### config.mk
export PLATFORM = sky130hd
export DESIGN_NAME = instruction_fetch_queue_flat
export DESIGN_NICKNAME = d
export VERILOG_FILES = /design/src/rtl/instruction_fetch_queue_if.sv /design/src/rtl/instruction_fetch_queue.sv /design/src/flat_wrapper.sv
export SDC_FILE = /design/constraint.sdc
export NUM_CORES = 1
export LEC_CHECK = 0
export BUFFER_PORTS_ARGS = -buffer_cell sky130_fd_sc_hd__buf_2
export CORE_MARGIN = 10
export CORE_UTILIZATION = 51
export CTS_CLUSTER_SIZE = 10
export DETAILED_ROUTE_END_ITERATION = 16
export PLACE_DENSITY = 0.75
export SKIP_CTS_REPAIR_TIMING = 1
export SYNTH_ARGS = -nofsm -noshare
export SYNTH_HDL_FRONTEND = slang
export SYNTH_SLANG_ARGS = --single-unit
### constraint.sdc
create_clock -name clk -period 3.5 [get_ports clk]
set_clock_uncertainty 0.2 [all_clocks]
set_input_delay 0.525 -clock clk [delete_from_list [all_inputs] [get_ports clk]]
set_output_delay 0.525 -clock clk [all_outputs]
set_load 0.02 [all_outputs]
### src/rtl/instruction_fetch_queue_if.sv
// Bundle of the fetch stage's memory, decode, redirect and debug signals.
// The slave modport is the fetch queue; the master modport is its surroundings.
interface instruction_fetch_queue_if #(
    parameter int NB_REG     = 32,
    parameter int NB_INSTR   = 32,
    parameter int LOG2_DEPTH = 2
);
    logic                  valid;
    logic [NB_REG-1:0]     imem_addr;
    logic                  imem_re;
    logic [NB_INSTR-1:0]   imem_data;
    logic [NB_INSTR-1:0]   ir;
    logic [NB_REG-1:0]     pc;
    logic                  ir_valid;
    logic                  ready;
    logic                  redirect;
    logic [NB_REG-1:0]     redirect_pc;
    logic                  misaligned;
    logic [NB_REG-1:0]     debug_system_pc;
    logic [LOG2_DEPTH:0]   debug_count;

    modport slave (
        input  valid, imem_data, ready, redirect, redirect_pc,
        output imem_addr, imem_re, ir, pc, ir_valid, misaligned,
               debug_system_pc, debug_count
    );

    modport master (
        output valid, imem_data, ready, redirect, redirect_pc,
        input  imem_addr, imem_re, ir, pc, ir_valid, misaligned,
               debug_system_pc, debug_count
    );
endinterface

### src/rtl/instruction_fetch_queue.sv
// Prefetching fetch stage: issues sequential reads to a one-cycle instruction
// memory and buffers the returned words in a small queue in front of decode.
// A redirect flushes the queue, drops any returning word and restarts fetch.
module instruction_fetch_queue #(
    parameter int                 NB_REG     = 32,
    parameter int                 NB_INSTR   = 32,
    parameter int                 FIFO_DEPTH = 4,
    parameter int                 LOG2_DEPTH = $clog2(FIFO_DEPTH),
    parameter logic [NB_REG-1:0]  RESET_PC   = '0,
    parameter logic [NB_INSTR-1:0] NOP_INSTR = '0
) (
    input  logic                      clk,
    input  logic                      rst,
    instruction_fetch_queue_if.slave  bus
);
    localparam int CW = LOG2_DEPTH + 1;

    logic [NB_REG-1:0]     fetch_pc;
    logic [NB_REG-1:0]     tag_pc;
    logic [NB_INSTR-1:0]   q_instr [FIFO_DEPTH];
    logic [NB_REG-1:0]     q_pc    [FIFO_DEPTH];
    logic [LOG2_DEPTH-1:0] rd_ptr;
    logic [LOG2_DEPTH-1:0] wr_ptr;
    logic [CW-1:0]         count;
    logic                  inflight;
    logic                  squash;
    logic                  misaligned;

    logic                  redirect_take;
    logic                  has_credit;
    logic                  issue;
    logic                  not_empty;
    logic                  pop;
    logic                  push;
    logic [CW:0]           committed;

    // Credit counts both stored words and the one still on its way back, so
    // a returning word always has a free slot even if decode never pops.
    always_comb begin
        redirect_take = bus.valid & bus.redirect;
        committed     = {1'b0, count} + {{CW{1'b0}}, inflight};
        has_credit    = committed < (CW+1)'(FIFO_DEPTH);
        issue         = ~rst & bus.valid & ~bus.redirect & has_credit;
        not_empty     = count != '0;
        pop           = bus.valid & bus.ready & not_empty & ~redirect_take;
        push          = inflight & ~squash & ~redirect_take;
    end

    // Queue storage needs no reset: occupancy alone decides what is visible.
    always_ff @(posedge clk) begin
        if (push) begin
            q_instr[wr_ptr] <= bus.imem_data;
            q_pc[wr_ptr]    <= tag_pc;
        end
    end

    // Fetch PC, queue bookkeeping, read tracking and the misalignment pulse.
    always_ff @(posedge clk) begin
        if (rst) begin
            fetch_pc   <= RESET_PC;
            tag_pc     <= '0;
            rd_ptr     <= '0;
            wr_ptr     <= '0;
            count      <= '0;
            inflight   <= 1'b0;
            squash     <= 1'b0;
            misaligned <= 1'b0;
        end else if (redirect_take) begin
            fetch_pc   <= {bus.redirect_pc[NB_REG-1:2], 2'b00};
            rd_ptr     <= '0;
            wr_ptr     <= '0;
            count      <= '0;
            inflight   <= 1'b0;
            squash     <= 1'b1;
            misaligned <= |bus.redirect_pc[1:0];
        end else begin
            squash     <= 1'b0;
            misaligned <= 1'b0;
            inflight   <= issue;
            if (issue) begin
                tag_pc   <= fetch_pc;
                fetch_pc <= fetch_pc + NB_REG'(4);
            end
            if (push) begin
                wr_ptr <= wr_ptr + 1'b1;
            end
            if (pop) begin
                rd_ptr <= rd_ptr + 1'b1;
            end
            case ({push, pop})
                2'b10:   count <= count + 1'b1;
                2'b01:   count <= count - 1'b1;
                default: count <= count;
            endcase
        end
    end

    // Decode-facing outputs come from stored state only; reset forces them idle.
    always_comb begin
        bus.ir_valid        = ~rst & not_empty;
        bus.ir              = bus.ir_valid ? q_instr[rd_ptr] : NOP_INSTR;
        bus.pc              = bus.ir_valid ? (q_pc[rd_ptr] + NB_REG'(4)) : '0;
        bus.imem_re         = issue;
        bus.imem_addr       = fetch_pc;
        bus.misaligned      = misaligned;
        bus.debug_system_pc = fetch_pc;
        bus.debug_count     = count;
    end
endmodule

### src/flat_wrapper.sv
// flat-port wrapper written by rule: the top's interface ports become plain ports
module instruction_fetch_queue_flat 
#(
    parameter int                 NB_REG     = 32,
    parameter int                 NB_INSTR   = 32,
    parameter int                 FIFO_DEPTH = 4,
    parameter int                 LOG2_DEPTH = $clog2(FIFO_DEPTH),
    parameter logic [NB_REG-1:0]  RESET_PC   = '0,
    parameter logic [NB_INSTR-1:0] NOP_INSTR = '0
)
  (clk, rst, bus_valid, bus_imem_data, bus_ready, bus_redirect, bus_redirect_pc, bus_imem_addr, bus_imem_re, bus_ir, bus_pc, bus_ir_valid, bus_misaligned, bus_debug_system_pc, bus_debug_count);
  instruction_fetch_queue_if #(.NB_REG(NB_REG), .NB_INSTR(NB_INSTR), .LOG2_DEPTH(LOG2_DEPTH)) bus_i ();
  input  logic clk;
  input  logic rst;
  input wire logic [$bits(bus_i.valid)-1:0] bus_valid;
  input wire logic [$bits(bus_i.imem_data)-1:0] bus_imem_data;
  input wire logic [$bits(bus_i.ready)-1:0] bus_ready;
  input wire logic [$bits(bus_i.redirect)-1:0] bus_redirect;
  input wire logic [$bits(bus_i.redirect_pc)-1:0] bus_redirect_pc;
  output wire logic [$bits(bus_i.imem_addr)-1:0] bus_imem_addr;
  output wire logic [$bits(bus_i.imem_re)-1:0] bus_imem_re;
  output wire logic [$bits(bus_i.ir)-1:0] bus_ir;
  output wire logic [$bits(bus_i.pc)-1:0] bus_pc;
  output wire logic [$bits(bus_i.ir_valid)-1:0] bus_ir_valid;
  output wire logic [$bits(bus_i.misaligned)-1:0] bus_misaligned;
  output wire logic [$bits(bus_i.debug_system_pc)-1:0] bus_debug_system_pc;
  output wire logic [$bits(bus_i.debug_count)-1:0] bus_debug_count;
  assign bus_i.valid = bus_valid;
  assign bus_i.imem_data = bus_imem_data;
  assign bus_i.ready = bus_ready;
  assign bus_i.redirect = bus_redirect;
  assign bus_i.redirect_pc = bus_redirect_pc;
  assign bus_imem_addr = bus_i.imem_addr;
  assign bus_imem_re = bus_i.imem_re;
  assign bus_ir = bus_i.ir;
  assign bus_pc = bus_i.pc;
  assign bus_ir_valid = bus_i.ir_valid;
  assign bus_misaligned = bus_i.misaligned;
  assign bus_debug_system_pc = bus_i.debug_system_pc;
  assign bus_debug_count = bus_i.debug_count;
  instruction_fetch_queue #(.NB_REG(NB_REG), .NB_INSTR(NB_INSTR), .FIFO_DEPTH(FIFO_DEPTH), .LOG2_DEPTH(LOG2_DEPTH), .RESET_PC(RESET_PC), .NOP_INSTR(NOP_INSTR)) u_core (.clk(clk), .rst(rst), .bus(bus_i));
endmodule
==> results.sh, run 1 <==
export IMPL_status="complete, but fails checks"
export IMPL_violations="setup timing"
export IMPL_ys_seq_elements=320
export IMPL_cp_common_cell="buf_6"
export IMPL_timing_rr_end="u_core.tag_pc[17]"
export IMPL_preCtsSetupSlack_ns=0.0243
export IMPL_min_period_ns=3.69
export IMPL_drc=0
export IMPL_gp_congestion=0.822
export IMPL_syn_area_per_cell_sq_um=14.5
export IMPL_grt_use_total=0.180
export IMPL_powerDensity_nw_per_um2=497
export IMPL_synth_simple_area_share=0.115
export IMPL_rrSetupSlack_ns=0.76
export IMPL_port_buffers=196
export IMPL_synthesis_area_sq_um=13500
export IMPL_synthArstFlopShare=0
export IMPL_vias_per_cell=5.83
export IMPL_cts_tree="yes"
export IMPL_drive_gt1_frac=0.337
export IMPL_rows=59
export IMPL_critPathKind="flip-flop to output pin"
export IMPL_cp_num_buf_inv=3
export IMPL_final_common_cell="edfxtp_1"
export IMPL_synthFlopType="edfxtp_1"
export IMPL_synth_xor_area_share=0.0233
export IMPL_cp_cell_sequence="buf_12, buf_6, mux4_2, nand4_1, or4_4, or3_4, a21oi_2, buf_6"
export IMPL_synthMuxAreaShare=0.107
export IMPL_yosysWarnings=0
export IMPL_start_util=0.519
export IMPL_crit_slowest_cell="or4_4"
export IMPL_grt_overflow_total=0
export IMPL_hp_start="bus_redirect_pc[0]"
export IMPL_wirelength_mm=32.4
export IMPL_synth_top_family_by_area="simple AND/OR/NAND/NOR gates"
export IMPL_grt_pass1_vias=8595
export IMPL_antenna_found_initial=0
export IMPL_drt_iter0_markers=687
export IMPL_num_vias=8696
export IMPL_path_max_fanout=7
export IMPL_p_leak_uw=0.00580
export IMPL_end_kind="output pin"
export IMPL_max_freq_mhz=271
export IMPL_reg2reg_depth=6
export IMPL_hpwl_mm=21.0
export IMPL_synth_compound_area_frac=0.0478
export IMPL_cp_arrival_ns=2.97
export IMPL_clock_sinks=320
export IMPL_slew_headroom=0.506
export IMPL_whs_endpoint="u_core.bus.misaligned"
export IMPL_grt_max_degree=66
export IMPL_routedWlPerCell_um=21.7
export IMPL_tightest_slew_ns=0.734
export IMPL_cts_buffers=38
export IMPL_synthAdderAreaFrac=0.00796
export IMPL_ys_seq_area_frac=0.658
export IMPL_cts_root_buf="clkbuf_16"
export IMPL_maxSlewViolCount=0
export IMPL_cts_clk_slew_worst_paths_ns=0.05
export IMPL_grt_pass1_wl_mm=48.3
export IMPL_slowest_delay_ns=0.57
export IMPL_setup_violations=16
export IMPL_n_antenna_cell=0
export IMPL_p_total_uw=8090
export IMPL_clock_latency_ns=0.51
export IMPL_crit_family="simple AND/OR/NAND/NOR gates"
export IMPL_hold_path_class="input pin to flip-flop"
export IMPL_start_kind="flip-flop"
export IMPL_finalWorstSetupSlack_ns=-0.195
export IMPL_worst_ep_required_time_ns=2.77
export IMPL_layout_nets=1218
export IMPL_rr_startpoint="u_core.bus.debug_count[2]"
export IMPL_core_area_sq_um=26100
export IMPL_hold_depth=2
export IMPL_synth_edf_count=248
export IMPL_ioPinCount=203
export IMPL_die_area_sq_um=33400
export IMPL_drtAntennaViolNets=0
export IMPL_fin_setup_tns_ns=-1.91
export IMPL_syn_inst=929
export IMPL_final_hold_violation_count=0
export IMPL_syn2layout_area_growth_pct=20.5
export IMPL_htreeDepth=2
export IMPL_die_width_um=183
export IMPL_cts_buffer_depth=3
export IMPL_drtPass1Iterations=7
export IMPL_ys_types=51
export IMPL_period_share=1.06
export IMPL_fp_dieH_um=183
export IMPL_ir_worst_vdd_v=0.000301
export IMPL_mostFrequentLayoutCells="edfxtp_1 (248), buf_2 (182), nand2_1 (82)"
export IMPL_rsz0062_at_grt="true"
export IMPL_max_cap_violations=0
[metrics by stage]
step	hold slack (ns)	cell area, sq um	utilization	cells
after global placement	0.277	14800	0.567	1412
after global routing	0.0314	16300	0.625	1491
after detailed placement	0.285	14800	0.567	1412
final	0.0266	16300	0.625	1491
after CTS	0.0165	15900	0.609	1467
after floorplan	0.260	13500	-	934
[sequential cells by signal, indices dropped and copies added, names as in the netlist, named ones only]
register / count
u_core.bus.debug_count: 3
u_core.bus.debug_system_pc: 30
u_core.bus.misaligned: 1
u_core.inflight: 1
u_core.q_instr: 128
u_core.q_pc: 120
u_core.rd_ptr: 2
u_core.squash: 1
u_core.tag_pc: 30
u_core.wr_ptr: 2
[final cells by class]
class,instances,area (sq um)
Inverter,13,48.8
Fill cell,1929,9770
Multi-Input combinational cell,519,4210
Timing Repair Buffer,249,1630
Clock inverter,2,12.5
Tap cell,335,419
Sequential cell,320,8900
Clock buffer,53,1070
[cells in the mapped netlist, types with 2 or more instances]
cell type / count / area (sq um)
and4_1: 11 / 96.3
nor3_1: 10 / 50.1
xor2_1: 15 / 131
nor4_1: 14 / 87.6
edfxtp_1: 248 / 7450
o21ai_0: 17 / 85.1
mux4_2: 53 / 1190
a21oi_1: 54 / 270
nand2b_1: 2 / 12.5
a2bb2oi_1: 2 / 17.5
or4_4: 2 / 22.5
ha_1: 7 / 87.6
or3_1: 19 / 119
a31oi_1: 3 / 18.8
nor4b_1: 2 / 17.5
nand4b_1: 2 / 17.5
and3_1: 10 / 62.6
inv_1: 13 / 48.8
buf_6: 4 / 45.0
nand3_1: 17 / 85.1
and2_1: 41 / 257
dfxtp_1: 72 / 1440
buf_2: 4 / 20.0
a211oi_1: 21 / 158
nand4_1: 26 / 163
o311ai_0: 2 / 17.5
o21a_1: 2 / 15.0
xnor2_1: 21 / 184
a22oi_1: 2 / 15.0
nand3_2: 2 / 20.0
nand2_1: 82 / 308
buf_1: 2 / 7.51
nor2_1: 50 / 188
mux4_1: 9 / 236
buf_4: 39 / 293
a311oi_1: 2 / 17.5
clkbuf_1: 33 / 124
[cells by family after synthesis]
kind of cell	Yosys count
compound gates	109
xor+xnor	36
fa+ha+maj	8
buf+inv	97
flops	320
mux	63
other cells	1
simple gates	295
[power breakdown]
part	leakage [uW]	switching [uW]	internal (uW)
registers	0.00287	62.6	4130
clock network	0.000523	1370	2100
logic	0.00240	269	160
[worst max path at each step]
stage          startpoint    endpoint  slack (ns)  cells past startpoint
4_1_cts         flip-flop  bus_pc[31]       -0.50                      8
3_5_place_dp    flip-flop  bus_pc[31]        0.02                      8
5_1_grt         flip-flop  bus_pc[22]       -0.26                      7
2_1_floorplan   flip-flop  bus_pc[28]        0.06                      9
3_3_place_gp    flip-flop  bus_pc[31]        0.09                      8
6_report        flip-flop  bus_pc[19]       -0.19                      8
[metal layers]
| layer | track usage | wire (um) | up-vias |
|---|---|---|---|
| met2 | 0.277 | 15300 | 464 |
| met1 | 0.249 | 13500 | 4243 |
| met3 | 0.0465 | 2830 | 59 |
| met5 | 0 | 0 | - |
| li1 | - | - | 3930 |
| met4 | 0.0516 | 781 | 0 |
[worst reg2reg max path: stages, from the launching register on]
cell,delay (ns)
dfxtp_1,0.34
nor4b_1,0.57
nand2_1,0.37
inv_1,0.50
buf_4,0.39
nand2_1,0.10
a21oi_1,0.18
Note: power is estimated with default switching activity, not from simulation.
==> run 2, diff against run 1 <==
--- a/config.mk
+++ b/config.mk
@@ -7,10 +7,10 @@
 export LEC_CHECK = 0
 export BUFFER_PORTS_ARGS = -buffer_cell sky130_fd_sc_hd__buf_2
 export CORE_MARGIN = 10
-export CORE_UTILIZATION = 51
+export CORE_UTILIZATION = 50
 export CTS_CLUSTER_SIZE = 10
 export DETAILED_ROUTE_END_ITERATION = 16
-export PLACE_DENSITY = 0.75
+export PLACE_DENSITY = 0.74
 export SKIP_CTS_REPAIR_TIMING = 1
 export SYNTH_ARGS = -nofsm -noshare
 export SYNTH_HDL_FRONTEND = slang
==> run 2 against run 1 <==
Net effect:
- the run still ends with setup timing left
- sequential share of layout area rose by 0.61 points
- die area rose by 1.8%
- maximum frequency fell by 0.36%
- cell area fell by 1.1%
- clock power fell by 3%
- largest power group unchanged
==> results.sh, run 2 (synthesized netlist as in run 1, its figures left out) <==
export IMPL_reg2reg_depth=6
export IMPL_hpwl_mm=20.2
export IMPL_hp_start="bus_redirect_pc[0]"
export IMPL_worst_ep_required_time_ns=2.77
export IMPL_syn2layout_area_growth_pct=19.2
export IMPL_max_freq_mhz=270
export IMPL_min_period_ns=3.71
export IMPL_grt_use_total=0.181
export IMPL_rsz0062_at_grt="true"
export IMPL_drt_iter0_markers=640
export IMPL_grt_pass1_wl_mm=48.1
export IMPL_hold_path_class="input pin to flip-flop"
export IMPL_n_antenna_cell=0
export IMPL_holdWs_ns=0.0291
export IMPL_wirelength_mm=32.8
export IMPL_tightest_slew_ns=0.692
export IMPL_cp_arrival_ns=2.98
export IMPL_grt_overflow_total=0
export IMPL_combinationalPowerShare=0.054
export IMPL_violations="setup timing"
export IMPL_timing_rr_end="u_core.bus.debug_system_pc[25]"
export IMPL_final_hold_violation_count=0
export IMPL_p_leak_uw=0.00572
export IMPL_critPathKind="flip-flop to output pin"
export IMPL_vias_per_cell=5.75
export IMPL_antenna_found_initial=0
export IMPL_layout_nets=1210
export IMPL_cts_buffers=37
export IMPL_status="complete, but fails checks"
export IMPL_setup_violations=16
export IMPL_drtPass1Iterations=5
export IMPL_rrSetupSlack_ns=0.67
export IMPL_end_kind="output pin"
export IMPL_clock_sinks=320
export IMPL_start_util=0.504
export IMPL_die_width_um=184
export IMPL_clock_latency_ns=0.51
export IMPL_largestRegisters="u_core.q_instr: 128 flops, u_core.q_pc: 120 flops"
export IMPL_die_area_sq_um=34000
export IMPL_fill_cells=2021
export IMPL_rr_startpoint="u_core.bus.debug_count[2]"
export IMPL_num_vias=8551
export IMPL_finalWorstSetupSlack_ns=-0.208
export IMPL_rows=60
export IMPL_max_cap_violations=0
export IMPL_maxSlewViolCount=0
export IMPL_fp_dieH_um=184
export IMPL_multi_input_area_sq_um=4210
export IMPL_switching_share=0.213
export IMPL_path_max_fanout=8
export IMPL_drtAntennaViolNets=0
export IMPL_start_kind="flip-flop"
export IMPL_whs_endpoint="u_core.bus.misaligned"
export IMPL_grt_pass1_vias=8496
export IMPL_cts_root_buf="clkbuf_16"
export IMPL_htreeDepth=2
export IMPL_dp_cells=1414
export IMPL_cts_buffer_depth=3
export IMPL_hold_depth=2
export IMPL_mostFrequentLayoutCells="edfxtp_1 (248), buf_2 (185), nand2_1 (81)"
export IMPL_core_area_sq_um=26800
export IMPL_register_area_sq_um=8900
export IMPL_largest_reg_flops=128
export IMPL_drive_gt1_frac=0.330
export IMPL_grt_max_degree=67
export IMPL_fin_setup_tns_ns=-2.16
export IMPL_gp_congestion=0.821
export IMPL_power_frac_clock=0.422
export IMPL_internal_power_uw=6290
export IMPL_ir_worst_vdd_v=0.000295
export IMPL_power_switching_uw=1710
export IMPL_routedWlPerCell_um=22.1
export IMPL_cts_clk_slew_worst_paths_ns=0.05
export IMPL_p_seq_frac=0.524
export IMPL_final_common_cell="edfxtp_1"
export IMPL_port_buffers=196
export IMPL_ioPinCount=203
export IMPL_period_share=1.06
export IMPL_regMostFlops="u_core.q_instr"
export IMPL_drc=0
export IMPL_slew_headroom=0.534
export IMPL_cts_tree="yes"
export IMPL_powerDensity_nw_per_um2=497
export IMPL_final_cells=1486
[run 2: cell count changes in the layout (fill, tap and decap cells not counted), moves of 2 or more]
cell and delta:
buf_12 -5, buf_2 +3, clkbuf_16 -3, buf_4 -2
buf_6 -2, or3_1 +2, or3_4 -2
[run 2: routing by layer]
layer | vias up | global-route usage | wire length [um]
li1 | 3907 | - | -
met1 | 4195 | 0.257 | 14400
met2 | 407 | 0.274 | 15000
met3 | 42 | 0.0427 | 2820
met4 | 0 | 0.0462 | 532
met5 | - | 0 | 0
[run 2: power groups by stage]
| stage | clock [uW] | combinational [uW] | sequential [uW] |
|---|---|---|---|
| floorplan | 0 | 248 | 4280 |
| global placement | 0 | 400 | 4270 |
| detailed placement | 0 | 406 | 4270 |
| CTS | 3450 | 408 | 4190 |
| global route | 3590 | 466 | 4200 |
| finish | 3380 | 431 | 4190 |
[run 2: cell type report]
class                      instances  area share
multi-input combinational        518       0.261
inverter                          13     0.00303
sequential                       320       0.552
clock inverter                     1    0.000544
clock buffer                      50      0.0631
timing repair buffer             243      0.0936
tap                              341      0.0265
[run 2: worst max path at each step]
stage,startpoint,endpoint,slack [ns],cells past startpoint
2_1_floorplan,flip-flop,bus_pc[28],0.06,9
3_3_place_gp,flip-flop,bus_pc[30],0.17,7
3_5_place_dp,flip-flop,bus_pc[16],0.11,7
4_1_cts,flip-flop,bus_pc[16],-0.43,7
5_1_grt,flip-flop,bus_pc[22],-0.27,8
6_report,flip-flop,bus_pc[16],-0.21,8
[run 2: worst max-delay path, stage by stage (launching register included)]
cell	delay (ns)
dfxtp_4	0.39
buf_6	0.14
mux4_2	0.38
ha_4	0.16
nand3_4	0.09
or4_4	0.57
or3_4	0.40
a21oi_4	0.18
buf_6	0.14
[run 2: metrics by stage]
step | setup slack [ns] | power, uW | instance area (sq um) | utilization
floorplan | 0.0646 | 4530 | 13500 | -
global placement | 0.168 | 4670 | 14700 | 0.549
detailed placement | 0.112 | 4680 | 14700 | 0.549
CTS | -0.428 | 8050 | 15700 | 0.587
global route | -0.272 | 8250 | 16100 | 0.601
finish | -0.208 | 8000 | 16100 | 0.601
